## config.mk

```make
export PLATFORM = sky130hd
export DESIGN_NAME = bit8_multi
export DESIGN_NICKNAME = d
export VERILOG_FILES = /design/src/rtl/bit8_multi_pkg.sv /design/src/rtl/bit8_multi_shift_add.sv /design/src/rtl/bit8_multi.sv
export SDC_FILE = /design/constraint.sdc
export NUM_CORES = 1
export LEC_CHECK = 0
export ABC_CLOCK_PERIOD_IN_PS = 5900
export CORE_AREA = 4 4 80 82
export DETAILED_ROUTE_END_ITERATION = 10
export DIE_AREA = 0 0 84 86
export GPL_TIMING_DRIVEN = 0
export PLACE_DENSITY = 0.76
export SETUP_SLACK_MARGIN = 0.3
export SYNTH_ARGS = -nofsm -noshare
export SYNTH_HDL_FRONTEND = slang
export SYNTH_SLANG_ARGS = --single-unit
```

## constraint.sdc

```tcl
create_clock -name clk -period 5.9 [get_ports clk]
set_input_delay 0.59 -clock clk [delete_from_list [all_inputs] [get_ports clk]]
set_output_delay 0.59 -clock clk [all_outputs]
set_load 0.005 [all_outputs]
```

## src/rtl/bit8_multi_pkg.sv

```systemverilog
// Shared types and sizing constants for the bit8_multi sign-magnitude multiplier.
package bit8_multi_pkg;
  localparam int DEF_WIDTH = 8;
  localparam int CNT_W     = $clog2(DEF_WIDTH + 1);

  typedef enum logic [1:0] {
    IDLE = 2'd0,
    CALC = 2'd1,
    DONE = 2'd2
  } state_t;
endpackage

```

## src/rtl/bit8_multi_shift_add.sv

```systemverilog
// Shift-and-add datapath: operand shift registers, 2*WIDTH accumulator and step counter.
// One partial product per step; load has priority over step, reset over both.
module bit8_multi_shift_add
  import bit8_multi_pkg::*;
#(
  parameter int WIDTH = DEF_WIDTH,
  parameter int CW    = CNT_W
) (
  input  logic               clk,
  input  logic               rst,
  input  logic               load,
  input  logic               step,
  input  logic [WIDTH-1:0]   i1,
  input  logic [WIDTH-1:0]   i2,
  output logic [2*WIDTH-1:0] acc,
  output logic [CW-1:0]      cnt
);

  logic [2*WIDTH-1:0] mcand;
  logic [WIDTH-1:0]   mplier;

  always_ff @(posedge clk) begin
    if (rst) begin
      mcand  <= '0;
      mplier <= '0;
      acc    <= '0;
      cnt    <= '0;
    end else if (load) begin
      mcand  <= {{WIDTH{1'b0}}, i1};
      mplier <= i2;
      acc    <= '0;
      cnt    <= '0;
    end else if (step) begin
      if (mplier[0]) begin
        acc <= acc + mcand;
      end
      mcand  <= mcand << 1;
      mplier <= mplier >> 1;
      cnt    <= cnt + CW'(1);
    end
  end

endmodule

```

## src/rtl/bit8_multi.sv

```systemverilog
// Sequential sign-magnitude multiplier; done pulses WIDTH+1 cycles after the start edge.
// start is only taken in IDLE or DONE; BIT8_MULTI_FULL_EN adds the untruncated p_full output.
module bit8_multi
  import bit8_multi_pkg::*;
#(
  parameter int WIDTH = DEF_WIDTH
) (
  input  logic               clk,
  input  logic               rst,
  input  logic               start,
  input  logic [WIDTH-1:0]   i1,
  input  logic [WIDTH-1:0]   i2,
  input  logic               s1,
  input  logic               s2,
`ifdef BIT8_MULTI_FULL_EN
  output logic [2*WIDTH-1:0] p_full,
`endif
  output logic               busy,
  output logic               done,
  output logic [WIDTH-1:0]   o,
  output logic               s,
  output logic               ovf
);

  localparam int CW = $clog2(WIDTH + 1);
  localparam logic [CW-1:0] LAST_STEP = CW'(WIDTH - 1);
  localparam logic [CW-1:0] FIN_CNT   = CW'(WIDTH);

  state_t             state;
  logic               sgn;
  logic               load;
  logic               step;
  logic [2*WIDTH-1:0] acc;
  logic [CW-1:0]      cnt;

  assign load = start && ((state == IDLE) || (state == DONE));
  assign step = (state == CALC) && (cnt != FIN_CNT);

  bit8_multi_shift_add #(
    .WIDTH (WIDTH),
    .CW    (CW)
  ) u_dp (
    .clk  (clk),
    .rst  (rst),
    .load (load),
    .step (step),
    .i1   (i1),
    .i2   (i2),
    .acc  (acc),
    .cnt  (cnt)
  );

  always_ff @(posedge clk) begin
    if (rst) begin
      state  <= IDLE;
      sgn    <= 1'b0;
      busy   <= 1'b0;
      done   <= 1'b0;
      o      <= '0;
      s      <= 1'b0;
      ovf    <= 1'b0;
`ifdef BIT8_MULTI_FULL_EN
      p_full <= '0;
`endif
    end else begin
      case (state)
        IDLE: begin
          done <= 1'b0;
          if (start) begin
            sgn   <= s1 ^ s2;
            busy  <= 1'b1;
            state <= CALC;
          end
        end
        CALC: begin
          // busy covers the WIDTH shift-add cycles; the final cycle only registers the result
          if (cnt == LAST_STEP) begin
            busy <= 1'b0;
          end
          if (cnt == FIN_CNT) begin
            o      <= acc[WIDTH-1:0];
            ovf    <= |acc[2*WIDTH-1:WIDTH];
            s      <= sgn & (|acc);
`ifdef BIT8_MULTI_FULL_EN
            p_full <= acc;
`endif
            done   <= 1'b1;
            state  <= DONE;
          end
        end
        DONE: begin
          done <= 1'b0;
          if (start) begin
            sgn   <= s1 ^ s2;
            busy  <= 1'b1;
            state <= CALC;
          end else begin
            state <= IDLE;
          end
        end
        default: begin
          busy  <= 1'b0;
          done  <= 1'b0;
          state <= IDLE;
        end
      endcase
    end
  end

endmodule

```

After elaboration in Yosys (flattened, before gate mapping)
Index checks and enable logic that the tools add are counted.
{"block": "totals", "ff_bits": 59, "input_bits": 21, "word_cells": 52}
{"block": "op_classes", "addsub": 2, "eq_ne": 9, "mux": 11, "bitwise_logic": 3, "reduce_logical": 15}
{"cell": "$mux 8", "count": 4}
{"cell": "$add 16x16->16", "count": 1}
{"cell": "$reduce_or 16->1", "count": 1}
{"cell": "$reduce_and 2->1", "count": 5}
{"cell": "$reduce_or 8->1", "count": 1}
{"cell": "$ne 2x1->1 const B", "count": 3}
{"cell": "$pmux 2 s3", "count": 1}
{"cell": "$reduce_or 2->1", "count": 3}
{"cell": "$add 4x1->4 const B", "count": 1}
{"cell": "$eq 4x3->1 const B", "count": 1}
{"cell": "$eq 4x4->1 const B", "count": 1}
{"cell": "$mux 2", "count": 2}
{"cell": "$ne 4x4->1 const B", "count": 1}
{"cell": "$mux 1", "count": 3}
{"cell": "$eq 2x1->1 const B", "count": 1}
{"cell": "$eq 2x2->1 const B", "count": 1}
{"cell": "$logic_and 1x1->1", "count": 2}
{"cell": "$logic_not 2->1", "count": 1}
{"cell": "$ne 2x2->1 const B", "count": 1}
{"cell": "$pmux 1 s2", "count": 1}
{"cell": "$reduce_bool 2->1", "count": 1}
{"cell": "$and 1x1->1", "count": 1}
{"cell": "$logic_or 1x1->1", "count": 1}
{"cell": "$not 1->1", "count": 1}
{"cell": "$xor 1x1->1", "count": 1}

Logic depth before layout (Yosys ltp)
Gate-level depths: netlist (run 1).
{"block": "logic_depth", "word_depth": 4, "mapped_depth": 9}

Cells and area by module
From an unflattened synthesis (run 1), not the netlist that was laid out.
{"block": "unflattened", "hier_cells": 357, "hier_area_um2": 3045.4}
{"mod": "bit8_multi_shift_add", "n_inst": 1, "cells_each": 283, "area_each_um2": 2396.0, "seq_area_each_um2": 880.8}
{"mod": "bit8_multi", "n_inst": 1, "cells_each": 74, "area_each_um2": 649.4, "seq_area_each_um2": 300.3}

Least setup slack after synthesis (run 1)
Ideal clock, no wire load.
{"block": "synth_timing", "path_kind": "flip-flop to flip-flop", "from": "reg u_dp.acc[0]", "to": "reg u_dp.acc[10]", "setup_time_ps": 122, "arrival_ps": 2105, "path_slack_ps": 3673, "path_stages_with_launch": 10, "path_buffers": 0, "period_less_slack_ps": 2227, "cell_sequence": "dfxtp_1 > ha_1 > inv_1 > fa_1 > and2b_1 > o211ai_1 > a31oi_1 > a31oi_1 > and4_1 > a311o_1"}
{"block": "synth_via", "elab_chain_cells": 1}
{"element": "start: declaration", "line": "bit8_multi_shift_add.sv:15", "rtl": "output logic [2*WIDTH-1:0] acc,"}
{"element": "start signal: assignment", "line": "bit8_multi_shift_add.sv:35", "rtl": "acc <= acc + mcand;"}
{"element": "$add 16x16->16", "line": "bit8_multi_shift_add.sv:35"}
No other way between the ends.
A chain may end at the register's enable or synchronous reset.

Final worst setup path (run 1)
{"block": "layout_timing", "from": "reg u_dp.mcand[0]", "to": "reg u_dp.acc[10]"}
{"block": "layout_via", "elab_chain_cells": 1}
{"element": "start: declaration", "line": "bit8_multi_shift_add.sv:19", "rtl": "logic [2*WIDTH-1:0] mcand;"}
{"element": "start signal: assignment", "line": "bit8_multi_shift_add.sv:29", "rtl": "mcand <= {{WIDTH{1'b0}}, i1};"}
{"element": "start signal: assignment", "line": "bit8_multi_shift_add.sv:37", "rtl": "mcand <= mcand << 1;"}
{"element": "$add 16x16->16", "line": "bit8_multi_shift_add.sv:35"}
No other way between the ends.

==> tab_implementation.tex, run 1 <==
\begin{tabular}{lr}
\hline
Metric & Value \\
\hline
\multicolumn{2}{l}{\textbf{Pwr}} \\
\quad Switching share of total power & 0.274 \\
\quad Logic gate share of total power & 0.105 \\
\quad Sequential group share of total power & 0.502 \\
\quad Worst VDD drop & around 0.00014 V \\
\quad Net switching power figure & around 230 uW \\
\quad Internal cell power & $\sim$600 uW \\
\quad Power density over the cells & approximately 230 nW/um2 \\
\quad Final total power & about 840 uW \\
\quad Standby leakage power & between 1 and 1.5 nW \\
\quad Fraction of power consumed by the clock network & 0.393 \\
\multicolumn{2}{l}{\textbf{STA}} \\
\quad Hold violation count in the final report & 0 \\
\quad Unrepaired setup endpoints after global routing & false \\
\quad Final Max Tran Viols & 0 \\
\quad Worst-margin pin slew & approximately 0.53 ns \\
\quad Sum Neg Setup Slack & 0 ns \\
\quad Clk\_skew & roughly 0.0095 ns \\
\quad Min Tclk post-route & around 2.6 ns \\
\quad Worst hold margin & roughly 0.45 ns \\
\quad Final worst-path cycle share & 0.447 \\
\quad Max Freq & 379 MHz \\
\quad Final setup vio count & 0 \\
\quad Rel. slew slack & 0.645 \\
\multicolumn{2}{l}{\textbf{Clocking}} \\
\quad Number of buffers inserted for hold repair after clock tree synthesis & 0 \\
\quad Buffer type at the clock tree root & sky130\_fd\_sc\_hd\_\_clkbuf\_8 \\
\quad Worst-Skew Late Latency & about 0.34 ns \\
\quad Clock transition at path regs & about 0.07 ns \\
\quad Sink Count & $\sim$60 \\
\quad Number of buffers between clock root and the deepest sink & 2 \\
\quad Number of setup buffers added after CTS & 0 \\
\quad H-tree lvl count & 3 \\
\quad Cells resized by post-CTS repair & 0 \\
\quad Clock tree from TritonCTS & done \\
\quad Inserted Clock Buffers & 9 \\
\multicolumn{2}{l}{\textbf{Global route}} \\
\quad First-pass GRT wire length & between 10000 and 15000 um \\
\quad Via count of the first global-routing pass & roughly 2700 \\
\quad Initial antenna violation count & 0 \\
\quad GR met2 Demand/Resource & 0.377 \\
\quad Largest net degree at the start of global routing & 11 \\
\quad Residual overflow from global routing & 0 \\
\quad Global-route track usage on met1 & 0.286 \\
\quad Total global-route track usage & 0.226 \\
\quad GR met3 Demand/Resource & 0.0375 \\
\quad Busiest layer in global routing & met2 \\
\multicolumn{2}{l}{\textbf{Yosys}} \\
\quad Synth top area share & 0.388 \\
\quad Number of warnings reported in the yosys synthesis log & 0 \\
\quad Synth Instances & about 380 \\
\quad Combinational family with the most area after synthesis & simple AND/OR/NAND/NOR gates \\
\quad Post-synthesis instance area & around 3000 um2 \\
\quad Post-synthesis sequential area ratio & 0.388 \\
\quad Area share of fa/ha/maj cells after synthesis & 0.0765 \\
\quad Area share of and/or/nand/nor cells after synthesis & 0.258 \\
\quad Largest area contributor in the netlist & sky130\_fd\_sc\_hd\_\_dfxtp\_1 \\
\quad Top post-synthesis cells by count & sky130\_fd\_sc\_hd\_\_nand2\_1, sky130\_fd\_sc\_hd\_\_dfxtp\_1, sky130\_fd\_sc\_hd\_\_a21oi\_1 \\
\quad Share of the synthesized netlist area taken by xor and xnor gates & 0.0288 \\
\quad Async S/R FF share, synth & 0 \\
\quad Synthesized-area fraction occupied by ao, oa, aoi and oai cells & 0.199 \\
\quad Post-synth EDFFs & 0 \\
\quad \#FFs+latches synth & 59 \\
\quad Ranking of synthesized cells by area & sky130\_fd\_sc\_hd\_\_dfxtp\_1, sky130\_fd\_sc\_hd\_\_nand2\_1, sky130\_fd\_sc\_hd\_\_ha\_1, sky130\_fd\_sc\_hd\_\_a21oi\_1, sky130\_fd\_sc\_hd\_\_a311oi\_1 \\
\quad Distinct cell type count after synthesis & 44 \\
\quad Avg Cell Area, Syn & $\sim$7.9 um2 \\
\quad Most frequent cell after synthesis & sky130\_fd\_sc\_hd\_\_nand2\_1 \\
\quad Syn nets & around 420 \\
\quad Multiplexer fraction of the synthesized cell area & 0 \\
\quad Ys flop type & sky130\_fd\_sc\_hd\_\_dfxtp\_1 \\
\multicolumn{2}{l}{\textbf{Routing}} \\
\quad Number of DRC violations after detailed-routing iteration 0 & between 200 and 250 \\
\quad Via count & between 2000 and 3000 \\
\quad DRT antenna net count & 0 \\
\quad Vias per inst & 5.77 \\
\quad Number of optimization iterations in the first detailed-route pass & 4 \\
\quad Detailed-route DRC error count & 0 \\
\quad Post-detailed-route wirelength per cell & around 15 um \\
\quad Routed wire length & slightly below 8000 um \\
\multicolumn{2}{l}{\textbf{Setup path}} \\
\quad Delay-heaviest family, CP & compound AO/OA/AOI/OAI gates \\
\quad Most common cell on crit path & sky130\_fd\_sc\_hd\_\_a31oi\_1 \\
\quad Worst-path cell chain & ha\_1, inv\_1, fa\_1, and2b\_1, o211ai\_1, a31oi\_1, a31oi\_1, and4\_1, a311o\_1 \\
\quad Crit path max fanout & 4 \\
\quad Critical R2R Launch & u\_dp.mcand[0]\$\_SDFFE\_PP0P\_ \\
\quad Startpoint types & flip-flop \\
\quad Critical path buffers and inverters & 1 \\
\quad Class of the most critical setup path & flip-flop to flip-flop \\
\quad Setup crit start & u\_dp.mcand[0]\$\_SDFFE\_PP0P\_ \\
\quad Slowest-stage cell, CP & sky130\_fd\_sc\_hd\_\_a31oi\_1 \\
\quad Type of destination of the critical path & flip-flop \\
\quad Largest stage delay, worst path & between 0.4 and 0.5 ns \\
\quad Crit path DAT & approximately 2.9 ns \\
\quad Required time at the worst-slack endpoint & a little over 6 ns \\
\multicolumn{2}{l}{\textbf{Layout}} \\
\quad Growth of design area from synthesis to finish & 18.9\% \\
\quad Number of standard cells in the layout, taps in and fillers out & 506 \\
\quad Layout net count & 465 \\
\quad Antenna cells & 0 \\
\quad Proportion of layout cells with a drive suffix above 1 & 0.0557 \\
\multicolumn{2}{l}{\textbf{Hold path}} \\
\quad Tightest Hold Check Type & flip-flop to flip-flop \\
\quad HP Start & o[3]\$\_SDFFE\_PP0P\_ \\
\multicolumn{2}{l}{\textbf{Place}} \\
\quad Routability congestion estimate & between 0.8 and 0.9 \\
\quad Quantity of I/O buffers inserted on ports & 31 \\
\quad HPWL after detailed placement & just under 6000 um \\
\quad Cell count after placement & roughly 500 \\
\multicolumn{2}{l}{\textbf{Floorplan}} \\
\quad Placeable core region & roughly 5700 um2 \\
\quad Height of the die & roughly 86 um \\
\quad Placement row count & 28 \\
\quad Floorplan die area & 7220 um2 \\
\quad Initial Utilization & 0.530 \\
\quad Die X & between 80 and 90 um \\
\quad Boundary Pins & 33 \\
\multicolumn{2}{l}{\textbf{Flow run}} \\
\quad Number of max-cap violations & 0 \\
\multicolumn{2}{l}{\textbf{Run status}} \\
\quad Result of the run & finished, final reports clean \\
\hline
\end{tabular}
==> sequential cells by signal, indices dropped and copies added (netlist names) <==
register,flops
u_dp.acc,16
u_dp.mcand,16
o,8
u_dp.mplier,8
u_dp.cnt,4
state,2
busy,1
done,1
ovf,1
s,1
sgn,1
==> path summary, 6_finish.rpt <==
path | depth (start not counted) | slack, ns | endpoint
setup / recovery | 9 | 3.26 | u_dp.acc[10]$_SDFFE_PP0P_
hold / removal | 2 | 0.45 | o[3]$_SDFFE_PP0P_
setup reg to reg | 9 | 3.26 | u_dp.acc[10]$_SDFFE_PP0P_
hold reg to reg | 2 | 0.45 | o[3]$_SDFFE_PP0P_
==> routing by layer <==
metal  wire, um  part of all wire
met5          0                 0
met4        178             0.023
met3        447             0.058
met2       3600              0.46
met1       3520              0.45
==> stage by stage <==
stage | worst slack [ns] | instance area (um2) | utilization
2_1_floorplan | 3.67 | 3040 | -
3_3_place_gp | 3.40 | 3450 | 0.600
3_5_place_dp | 3.32 | 3450 | 0.600
4_1_cts | 3.30 | 3620 | 0.630
5_1_grt | 3.14 | 3620 | 0.630
6_report | 3.26 | 3620 | 0.630
==> cell usage in the layout, fill, tap and decap left out, types with 3 or more instances in the layout <==
master                            synthesis  final
sky130_fd_sc_hd__nand2_1                 88     88
sky130_fd_sc_hd__dfxtp_1                 59     59
sky130_fd_sc_hd__a21oi_1                 38     38
sky130_fd_sc_hd__clkdlybuf4s50_1          0     31
sky130_fd_sc_hd__nor2_1                  30     30
sky130_fd_sc_hd__ha_1                    17     17
sky130_fd_sc_hd__clkbuf_1                13     15
sky130_fd_sc_hd__nand3_1                 15     15
sky130_fd_sc_hd__a311oi_1                14     14
sky130_fd_sc_hd__o21ai_0                 10     10
sky130_fd_sc_hd__clkbuf_8                 0     10
sky130_fd_sc_hd__inv_1                    8      8
sky130_fd_sc_hd__xnor2_1                  8      8
sky130_fd_sc_hd__a211oi_1                 6      6
sky130_fd_sc_hd__nand4_1                  6      6
sky130_fd_sc_hd__a31oi_1                  6      6
sky130_fd_sc_hd__or4_1                    5      5
sky130_fd_sc_hd__a21o_1                   5      5
sky130_fd_sc_hd__nand2b_1                 4      4
sky130_fd_sc_hd__buf_1                    4      4
sky130_fd_sc_hd__buf_6                    4      4
sky130_fd_sc_hd__nor3_1                   4      4
sky130_fd_sc_hd__and3b_1                  3      3
sky130_fd_sc_hd__nor2b_1                  3      3
sky130_fd_sc_hd__nor4_1                   3      3
sky130_fd_sc_hd__o21a_1                   3      3
sky130_fd_sc_hd__o211ai_1                 3      3
==> tightest hold or removal path, cell delays in order (launching register included) <==
cell	delay (ns)
sky130_fd_sc_hd__dfxtp_1	0.31
sky130_fd_sc_hd__nand2_1	0.05
sky130_fd_sc_hd__a21oi_1	0.05
==> cell families (layout without fill, tap and decap cells) <==
family | Yosys count | count (layout)
AO/OA/AOI/OAI | 94 | 94
adder cells (fa/ha/maj) | 18 | 18
XOR/XNOR | 10 | 10
flip-flops | 59 | 59
AND/OR/NAND/NOR | 172 | 172
buffers and inverters | 31 | 78
==> area by class of cell <==
cell class	instances	area, um2
multi-input combinational	294	1710
inverter	8	30.0
clock buffer	12	145
clock inverter	4	26.3
timing repair buffer	31	310
fill	535	2130
buffer	23	119
sequential	59	1180
tap	75	93.8
==> power by group through the flow <==
stage / combinational [mW] / sequential [mW] / clock [mW]
after floorplan: 0.0564 / 0.427 / 0
after global placement: 0.0848 / 0.431 / 0
after detailed placement: 0.0870 / 0.431 / 0
after CTS: 0.0876 / 0.422 / 0.331
after global routing: 0.0987 / 0.424 / 0.348
final: 0.0880 / 0.423 / 0.330
Power figures use the tool's default switching activity.
==> run 2, diff against run 1 <==
Settings changed: ABC_CLOCK_PERIOD_IN_PS 5900 to 2350, CORE_AREA 4 4 80 82 to 4 4 83 85, DIE_AREA 0 0 84 86 to 0 0 87 89, PLACE_DENSITY 0.76 to 0.74.
Clock period 5.9 ns to 2.35 ns, I/O delays scaled along.
==> run 2 against run 1 <==
Net effect:
- non-clock buffer count up 18
- sequential power rose to 2.5 times the previous value
- routed wire length up 6.5%
- total power rose to 2.7 times the previous value
- utilization up 2.5 points
- worst setup slack worse by 3.2 ns
- combinational power rose to 2.8 times the previous value
- global-route usage down 1.4 points
- die area up 7.2%
- via count up 3.2%
- clock power rose to 3.0 times the previous value
- highest routed layer unchanged
==> tab_implementation.tex, run 2 (synthesis gave the netlist of run 1 again) <==
\begin{tabular}{lr}
\hline
Metric & Value \\
\hline
\multicolumn{2}{l}{\textbf{Clocking}} \\
\quad Buffer type at the clock tree root & sky130\_fd\_sc\_hd\_\_clkbuf\_8 \\
\quad H-tree lvl count & 3 (unchanged) \\
\quad Number of buffers between clock root and the deepest sink & 2 (unchanged) \\
\quad Worst-Skew Late Latency & 0.35 ns (about the same) \\
\quad Inserted Clock Buffers & 9 (unchanged) \\
\quad Number of buffers inserted for hold repair after clock tree synthesis & 0 (unchanged) \\
\quad Sink Count & 59 (unchanged) \\
\quad Clock tree from TritonCTS & done \\
\quad Clock transition at path regs & 0.06 ns (about the same) \\
\multicolumn{2}{l}{\textbf{STA}} \\
\quad Clk\_skew & 0.00969 ns (+0.000203 ns) \\
\quad Final worst-path cycle share & 0.965 (+0.517) \\
\quad Final setup vio count & 0 (unchanged) \\
\quad Hold violation count in the final report & 0 (unchanged) \\
\quad Worst hold margin & 0.191 ns (-0.264 ns) \\
\quad Worst-margin pin slew & 0.566 ns (+0.0336 ns) \\
\quad Final Max Tran Viols & 0 (unchanged) \\
\quad Min Tclk post-route & 2.27 ns (-0.372 ns) \\
\quad Rel. slew slack & 0.623 (-0.0224) \\
\quad Sum Neg Setup Slack & 0 ns (unchanged) \\
\quad Max Freq & 441 MHz (+16\%) \\
\quad Unrepaired setup endpoints after global routing & true \\
\multicolumn{2}{l}{\textbf{Flow run}} \\
\quad Number of max-cap violations & 0 (unchanged) \\
\multicolumn{2}{l}{\textbf{Layout}} \\
\quad Total area of sequential cells & 1200 um2 (+1.9\%) \\
\quad Number of fill cells in the layout & 515 (-3.7\%) \\
\quad Commonest non-fill, non-tap cell in the layout & sky130\_fd\_sc\_hd\_\_nand2\_1 \\
\quad Antenna cells & 0 (unchanged) \\
\quad Layout net count & 483 (+3.9\%) \\
\quad Most used cells in the layout excluding fill and tap cells & sky130\_fd\_sc\_hd\_\_nand2\_1, sky130\_fd\_sc\_hd\_\_dfxtp\_1, sky130\_fd\_sc\_hd\_\_a21oi\_1, sky130\_fd\_sc\_hd\_\_clkdlybuf4s50\_1, sky130\_fd\_sc\_hd\_\_nor2\_1 \\
\quad Proportion of layout cells with a drive suffix above 1 & 0.189 (+0.134) \\
\quad Largest registers in the final layout & u\_dp.acc: 16 flops, u\_dp.mcand: 16 flops \\
\quad Growth of design area from synthesis to finish & 33.6\% \\
\quad Multi-input gate area in the final layout & 1940 um2 (+13\%) \\
\multicolumn{2}{l}{\textbf{Pwr}} \\
\quad Worst VDD drop & 0.000407 V (+180\%) \\
\quad Final total power & 2.29 mW (+170\%) \\
\quad Power density over the cells & 563 nW/um2 (+140\%) \\
\quad Standby leakage power & 1.45 nW (+8.1\%) \\
\multicolumn{2}{l}{\textbf{Place}} \\
\quad HPWL after detailed placement & 5690 um (-1.5\%) \\
\quad Quantity of I/O buffers inserted on ports & 31 (unchanged) \\
\quad Routability congestion estimate & 0.870 (-2.0\%) \\
\multicolumn{2}{l}{\textbf{Setup path}} \\
\quad Crit path max fanout & 4 (unchanged) \\
\quad Crit path DAT & 2.49 ns (-0.38 ns) \\
\quad Worst-path cell chain & ha\_4, inv\_2, fa\_2, and2b\_1, o211ai\_1, a31oi\_4, a31oi\_2, and4\_1, a311o\_1 \\
\quad Largest stage delay, worst path & 0.37 ns (-0.04 ns) \\
\quad Required time at the worst-slack endpoint & 2.58 ns (-3.55 ns) \\
\quad Class of the most critical setup path & flip-flop to flip-flop \\
\quad Slowest-stage cell, CP & sky130\_fd\_sc\_hd\_\_dfxtp\_4 \\
\quad Type of destination of the critical path & flip-flop \\
\quad Startpoint types & flip-flop \\
\multicolumn{2}{l}{\textbf{Floorplan}} \\
\quad Die X & 87 um (+3.6\%) \\
\quad Boundary Pins & 33 (unchanged) \\
\quad Initial Utilization & 0.490 (-0.0392) \\
\quad Placeable core region & 6200 um2 (+8.0\%) \\
\quad Floorplan die area & 7740 um2 (+7.2\%) \\
\quad Height of the die & 89 um (+3.5\%) \\
\quad Placement row count & 29 (+3.6\%) \\
\multicolumn{2}{l}{\textbf{Routing}} \\
\quad Number of optimization iterations in the first detailed-route pass & 4 (unchanged) \\
\quad Number of DRC violations after detailed-routing iteration 0 & 199 (-5.7\%) \\
\quad Detailed-route DRC error count & 0 (unchanged) \\
\quad Via count & 3012 (+3.2\%) \\
\quad Vias per inst & 5.73 (-0.77\%) \\
\quad Routed wire length & 8250 um (+6.5\%) \\
\quad Post-detailed-route wirelength per cell & 15.7 um (+2.5\%) \\
\quad DRT antenna net count & 0 (unchanged) \\
\multicolumn{2}{l}{\textbf{Run status}} \\
\quad Result of the run & finished, final reports clean \\
\multicolumn{2}{l}{\textbf{Global route}} \\
\quad Via count of the first global-routing pass & 2784 (+1.5\%) \\
\quad Initial antenna violation count & 0 (unchanged) \\
\quad First-pass GRT wire length & 12800 um (-1.4\%) \\
\quad Total global-route track usage & 0.212 (-0.0141) \\
\quad Residual overflow from global routing & 0 (unchanged) \\
\quad Largest net degree at the start of global routing & 11 (unchanged) \\
\multicolumn{2}{l}{\textbf{Hold path}} \\
\quad Tightest Hold Check Type & input port to flip-flop \\
\hline
\end{tabular}
run 2: changes by cell type in the layout (fill, tap and decap cells not counted), sizes merged:
cell,change
buf,+17
clkbuf,+2
clkinv,-3
clkinvlp,+1
bufinv,+1
run 2: metal layers:
layer	routed length, um	vias to the layer above	track usage	part of all wire
li1	-	1482	-	-
met1	3670	1417	0.268	0.44
met2	3920	99	0.351	0.48
met3	559	14	0.0562	0.068
met4	96	0	0.0722	0.012
met5	0	-	0	0
run 2: area by class of cell:
| type | count | area share |
|---|---|---|
| plain buffers | 23 | 0.0333 |
| clock buffers | 13 | 0.0416 |
| clock inverters | 3 | 0.0111 |
| inverters | 8 | 0.00739 |
| multi-input cells | 294 | 0.477 |
| flip-flops and latches | 59 | 0.296 |
| well taps | 77 | 0.0237 |
| repair buffers | 49 | 0.110 |
run 2: final timing paths:
kind                                                 start                    endpoint  slack [ns]  depth (start not counted)
worst max-delay path            u_dp.mcand[0]$_SDFFE_PP0P_   u_dp.acc[10]$_SDFFE_PP0P_        0.08                          9
worst min-delay path                                   rst  u_dp.mcand[1]$_SDFFE_PP0P_        0.19                          2
worst max register to register  u_dp.mcand[0]$_SDFFE_PP0P_   u_dp.acc[10]$_SDFFE_PP0P_        0.08                          9
worst min register to register           o[4]$_SDFFE_PP0P_           o[4]$_SDFFE_PP0P_        0.45                          2
run 2: where the power goes:
part | switching (mW) | internal, mW
sequential | 0.0343 | 1.03
clock | 0.402 | 0.577
combinational | 0.139 | 0.106
run 2: what timing repair did:
action                                  CTS  global route
pin swaps                                 6            17
endpoints found under the setup margin    9            25
resized for setup                        14            44
buffers inserted                          6            12
run 2: critical path: cells and delay by family, from the launching register on:
kind / cells / cell delay, ns
AND/OR/NAND/NOR: 2 / 0.38
adder cells (fa/ha/maj): 2 / 0.46
AO/OA/AOI/OAI: 4 / 0.89
flip-flops: 1 / 0.37
buffers and inverters: 1 / 0.04
run 2: stage by stage:
| step | util | instance area, um2 | worst slack (ns) | instances |
|---|---|---|---|---|
| 4_1_cts | 0.605 | 3750 | 0.137 | 514 |
| 3_5_place_dp | 0.559 | 3470 | 0.00957 | 492 |
| 6_report | 0.655 | 4060 | 0.0831 | 526 |
| 2_1_floorplan | - | 3060 | 0.301 | 384 |
| 3_3_place_gp | 0.559 | 3470 | 0.0323 | 492 |
| 5_1_grt | 0.655 | 4060 | 0.0276 | 526 |
